--- config.mk ---
export PLATFORM = sky130hd
export DESIGN_NAME = seq_shift_add_mult
export DESIGN_NICKNAME = d
export VERILOG_FILES = /design/src/rtl/seq_shift_add_mult.sv
export SDC_FILE = /design/constraint.sdc
export NUM_CORES = 1
export LEC_CHECK = 0
export BUFFER_PORTS_ARGS = -buffer_cell sky130_fd_sc_hd__buf_2
export CAP_MARGIN = 10
export CORE_AREA = 2 2 117 119
export DETAILED_ROUTE_END_ITERATION = 7
export DIE_AREA = 0 0 119 121
export PLACE_DENSITY_LB_ADDON = 0.05
export SLEW_MARGIN = 20
export SYNTH_ARGS = -nofsm -noshare
export SYNTH_HDL_FRONTEND = slang
export SYNTH_SLANG_ARGS = --single-unit
--- constraint.sdc ---
create_clock -name i_clk -period 4.09 [get_ports i_clk]
set_input_delay 0.6135 -clock i_clk [delete_from_list [all_inputs] [get_ports i_clk]]
set_output_delay 0.6135 -clock i_clk [all_outputs]
set_load 0.05 [all_outputs]
--- src/rtl/seq_shift_add_mult.sv ---
// Sequential shift-add multiplier with start/done handshake and per-operation signed mode.
// Define MULT_EARLY_TERM_EN to finish as soon as the remaining multiplier bits are all zero.
module seq_shift_add_mult #(
  parameter int WIDTH = 8
) (
  input  logic               i_clk,
  input  logic               i_rst,
  input  logic               i_start,
  input  logic               i_signed,
  input  logic [WIDTH-1:0]   i_multiplicand,
  input  logic [WIDTH-1:0]   i_multiplier,
  output logic               o_busy,
  output logic               o_done,
  output logic [2*WIDTH-1:0] o_product
);

  localparam int CW = $clog2(WIDTH) + 1;

  typedef enum logic [2:0] {
    S_IDLE, S_INIT, S_CHECK, S_ADD, S_SHIFT, S_FIX, S_DONE
  } state_t;

  state_t               state_q, state_d;
  logic [WIDTH-1:0]     a_hold_q, a_hold_d;
  logic [WIDTH-1:0]     b_hold_q, b_hold_d;
  logic                 sgn_hold_q, sgn_hold_d;
  logic [2*WIDTH-1:0]   mcand_q, mcand_d;
  logic [WIDTH-1:0]     mplier_q, mplier_d;
  logic [2*WIDTH-1:0]   acc_q, acc_d;
  logic [CW-1:0]        cnt_q, cnt_d;
  logic                 neg_q, neg_d;
  logic [2*WIDTH-1:0]   product_q, product_d;
  logic                 busy_q, busy_d;
  logic                 done_q, done_d;
  logic [WIDTH-1:0]     mag_a, mag_b;

  // The most-negative operand negates to 2^(WIDTH-1), which still fits as an unsigned WIDTH-bit value.
  always_comb begin
    mag_a = (sgn_hold_q && a_hold_q[WIDTH-1]) ? (~a_hold_q + WIDTH'(1)) : a_hold_q;
    mag_b = (sgn_hold_q && b_hold_q[WIDTH-1]) ? (~b_hold_q + WIDTH'(1)) : b_hold_q;
  end

  always_comb begin
    // NOTE: every _d gets its hold value first so no path through the case infers a latch.
    state_d    = state_q;
    a_hold_d   = a_hold_q;
    b_hold_d   = b_hold_q;
    sgn_hold_d = sgn_hold_q;
    mcand_d    = mcand_q;
    mplier_d   = mplier_q;
    acc_d      = acc_q;
    cnt_d      = cnt_q;
    neg_d      = neg_q;
    product_d  = product_q;

    case (state_q)
      S_IDLE: begin
        if (i_start) begin
          a_hold_d   = i_multiplicand;
          b_hold_d   = i_multiplier;
          sgn_hold_d = i_signed;
          state_d    = S_INIT;
        end
      end
      S_INIT: begin
        mcand_d  = {{WIDTH{1'b0}}, mag_a};
        mplier_d = mag_b;
        acc_d    = '0;
        cnt_d    = '0;
        neg_d    = sgn_hold_q & (a_hold_q[WIDTH-1] ^ b_hold_q[WIDTH-1]);
        state_d  = S_CHECK;
      end
      S_CHECK: begin
`ifdef MULT_EARLY_TERM_EN
        if (mplier_q == '0)   state_d = S_FIX;
        else if (mplier_q[0]) state_d = S_ADD;
        else                  state_d = S_SHIFT;
`else
        if (mplier_q[0]) state_d = S_ADD;
        else             state_d = S_SHIFT;
`endif
      end
      S_ADD: begin
        acc_d   = acc_q + mcand_q;
        state_d = S_SHIFT;
      end
      S_SHIFT: begin
        mcand_d  = mcand_q << 1;
        mplier_d = mplier_q >> 1;
        if (cnt_q == CW'(WIDTH - 1)) begin
          state_d = S_FIX;
        end else begin
          cnt_d   = cnt_q + CW'(1);
          state_d = S_CHECK;
        end
      end
      S_FIX: begin
        product_d = neg_q ? -acc_q : acc_q;
        state_d   = S_DONE;
      end
      S_DONE:  state_d = S_IDLE;
      default: state_d = S_IDLE;
    endcase

    // Status outputs are registered from the next state so they line up with the state they describe.
    busy_d = (state_d == S_INIT) || (state_d == S_CHECK) || (state_d == S_ADD) ||
             (state_d == S_SHIFT) || (state_d == S_FIX);
    done_d = (state_d == S_DONE);
  end

  // NOTE: sequential state uses non-blocking assignments so every flop samples pre-edge values.
  always_ff @(posedge i_clk or posedge i_rst) begin
    if (i_rst) begin
      state_q    <= S_IDLE;
      a_hold_q   <= '0;
      b_hold_q   <= '0;
      sgn_hold_q <= 1'b0;
      mcand_q    <= '0;
      mplier_q   <= '0;
      acc_q      <= '0;
      cnt_q      <= '0;
      neg_q      <= 1'b0;
      product_q  <= '0;
      busy_q     <= 1'b0;
      done_q     <= 1'b0;
    end else begin
      state_q    <= state_d;
      a_hold_q   <= a_hold_d;
      b_hold_q   <= b_hold_d;
      sgn_hold_q <= sgn_hold_d;
      mcand_q    <= mcand_d;
      mplier_q   <= mplier_d;
      acc_q      <= acc_d;
      cnt_q      <= cnt_d;
      neg_q      <= neg_d;
      product_q  <= product_d;
      busy_q     <= busy_d;
      done_q     <= done_d;
    end
  end

  assign o_busy    = busy_q;
  assign o_done    = done_q;
  assign o_product = product_q;

endmodule

==> reports/results.tsv <==
stage	metric	value	unit
synth	Post-synth top flop	dfrtp_1	
worst_setup_path	CP Class	flip-flop to flip-flop	
power_and_ir_drop	Cell Pwr Density	760	nW/um^2
clock_tree	clock-pin slew on the worst setup and hold paths	60	ps
die	Die Area	14400	um^2
timing	worst clock skew	7.31	ps
global_routing	initial antenna violation count	0	
die	# IOs	38	
clock_tree	cts bufs inserted	9	
clock_tree	H-tree Lvls	3	
outcome	status	complete, no violations	
global_routing	vias in the first global route	3267	
synth	mean post-synth cell area	9.68	um^2
clock_tree	worst-skew pair later-pin latency	350	ps
worst_setup_path	RR Startpoint	mcand_q[0]$_DFFE_PP0P_	
timing	final setup vio count	0	
synth	FF+latch count, synth	83	
global_routing	grt total ovfl	0	
placement	quantity of I/O buffers inserted on ports	37	
timing	fin crit share	0.626	
layout	Post-Layout Cell Count	683	
synth	top-area cell type share of the netlist area	0.458	
worst_setup_path	crit path DAT	2840	ps
routing	routed len/inst	14.3	um
placement	Inst Count DP	666	
layout	Total Nets Final	542	
synth	Seq/Total Area, Yosys	0.458	
routing	DR pass1 iterations	4	
timing	RSZ-0062 raised after global routing	false	
synth	post-synthesis async set-or-reset flop share	1.00	
global_routing	largest net degree at the start of global routing	53	
synth	EDFF count, synth	0	
worst_setup_path	R2R setup slack	1530	ps
power_and_ir_drop	Static Leak	2.36	nW
routing	Remaining DRCs	0	
layout	Area growth syn-to-layout	15.4	%
flow_run	Max-cap violations	0	
global_routing	first-pass GRT wire length	16200	um
routing	via/cell ratio	5.04	
die	Die Height	121	um
clock_tree	Setup Fix Bufs, Post-CTS	0	
die	Core ar.	13100	um^2
clock_tree	CTS root buf	clkbuf_16	
layout	ANT cells	0	
synth	Mapped Area	4540	um^2
layout	share of cells above drive strength 1	0.168	
synth	Ys Warns	0	
worst_setup_path	worst reg2reg path depth	8	
timing	worst slew pin tran	690	ps
routing	DR iter-0 viols	91	
synth	main area contributors after synthesis	dfrtp_1 46%, o21ai_0 6.3%, nand2_1 5.3%	
global_routing	GRT Overall Usage	0.143	
timing	Hold Vio Cnt, Final	0	
timing	f_max	0.391	GHz
layout	# fillers	1327	
layout	most frequent cells in the layout	83 x dfrtp_1, 64 x nand2_1, 57 x o21ai_0, 37 x buf_2, 27 x nor2_1	
timing	clock period minus worst slack	2560	ps
synth	Mapped Cells	469	
timing	relative slew slack	0.540	
die	Initial Utilization	0.347	
worst_setup_path	Critical Path Fanout Max	5	
power_and_ir_drop	Peak supply drop	0.000315	V
clock_tree	Hold Buf Count CTS	0	
routing	Post-Route WL	9750	um
synth	count of cell types in the netlist	57	
worst_hold_path	Worst Hold Class	input port to async pin	
clock_tree	clk sinks	83	
clock_tree	CTS tree	yes	
placement	global placer's final weighted congestion	0.848	
synth	syn_nets	509	
die	row count	42	
power_and_ir_drop	total power	3.98	mW
clock_tree	Max Root-Sink Buffers	2	
die	Die Wd	119	um
worst_setup_path	CP Data Required Time	4370	ps
worst_setup_path	Worst setup SP type	flip-flop	
worst_setup_path	CP endpoint kind	flip-flop	
routing	Via Count	3441	
timing	fin. max-slew vios	0	
routing	antenna viol nets, final	0	
placement	placed wire-length estimate	7180	um
clock_tree	post-CTS sizing	0	
synth	area leader, netlist	dfrtp_1	
worst_setup_path	Worst Setup SP	mcand_q[0]$_DFFE_PP0P_	
timing	setup TNS	0	ps
layout	most common cell after layout, fill and taps aside	dfrtp_1	
## critical path, cell delays in order, from the launching register on
cell and delay (ps):
dfrtp_1 400, ha_1 230, fa_1 420, a21oi_2 190, o21ai_2 110, a2111oi_4 390
o31ai_2 180, or4_1 490, nand3_1 90
## synthesized netlist by cell type (2+ instances only)
library cell,number
inv_1,13
or4_1,3
and3_1,2
a21oi_1,17
buf_2,5
a22o_1,10
dfrtp_1,83
nand2_1,64
nand3_1,10
xnor2_1,17
nor3b_1,2
buf_1,2
mux2i_1,5
o21ai_0,57
a21o_1,3
mux2_2,12
nand4_1,3
and2_1,2
o21ai_1,2
or3_1,2
a21oi_2,2
xor2_1,17
clkbuf_1,14
o31ai_1,9
a32o_1,2
or2_2,2
a31oi_1,3
a211oi_1,2
nor3_1,10
o21a_1,3
nor2b_1,3
nor2_1,27
a22oi_1,15
ha_1,19
nor4b_1,2
nand2b_1,4
## sequential cells by signal (all words and copies together), names as in the netlist, 3 cells and up
name / count
state_q: 3
mplier_q: 8
a_hold_q: 8
o_product: 16
mcand_q: 16
acc_q: 16
b_hold_q: 8
cnt_q: 4
## power breakdown
part,switching [mW],internal [mW]
Combinational,0.991,0.667
Clock,0.338,0.536
Sequential,0.339,1.11
## through the flow
stage / utilization / hold WS [ps] / cell area (um^2) / setup slack, ps
after global routing: 0.400 / 339 / 5240 / 1390
after CTS: 0.399 / 311 / 5230 / 1530
after global placement: 0.375 / 458 / 4910 / 1560
after floorplan: - / 461 / 4540 / 1340
final: 0.400 / 291 / 5240 / 1530
after detailed placement: 0.375 / 465 / 4910 / 1540
## worst paths after layout
path / to
hold reg to reg: o_product[6]$_DFFE_PP0P_
setup / recovery: acc_q[12]$_DFFE_PP0P_
hold / removal: o_busy$_DFF_PP0_
setup reg to reg: acc_q[12]$_DFFE_PP0P_
min in group i_clk: b_hold_q[1]$_DFFE_PP0P_
max in group asynchronous: o_product[3]$_DFFE_PP0P_
## cells by family (layout without fill, tap and decap cells)
logic type	Yosys count	after routing	share of synthesized area
flip-flops	83	83	0.458
adder cells (fa/ha/maj)	20	20	0.0568
XOR/XNOR	34	34	0.0656
AND/OR/NAND/NOR	141	141	0.144
AO/OA/AOI/OAI	140	140	0.205
multiplexers	17	17	0.0408
buffers and inverters	34	72	0.0295
## final cells by class
| class | instances | area, um^2 | share of cell area |
|---|---|---|---|
| flip-flops and latches | 83 | 2080 | 0.396 |
| inverters | 13 | 50.0 | 0.00955 |
| well taps | 176 | 220 | 0.0420 |
| clock buffers | 10 | 229 | 0.0437 |
| repair buffers | 43 | 230 | 0.0439 |
| multi-input cells | 352 | 2340 | 0.447 |
| clock inverters | 6 | 90.1 | 0.0172 |
## per-layer routing
layer,global-route usage,part of all wire,up-vias
met2,0.234,0.48,55
met5,0,0,-
li1,-,-,1758
met3,0.0385,0.034,9
met4,0.0491,0.013,0
met1,0.184,0.48,1619
Note: power is estimated with default switching activity, not from simulation.
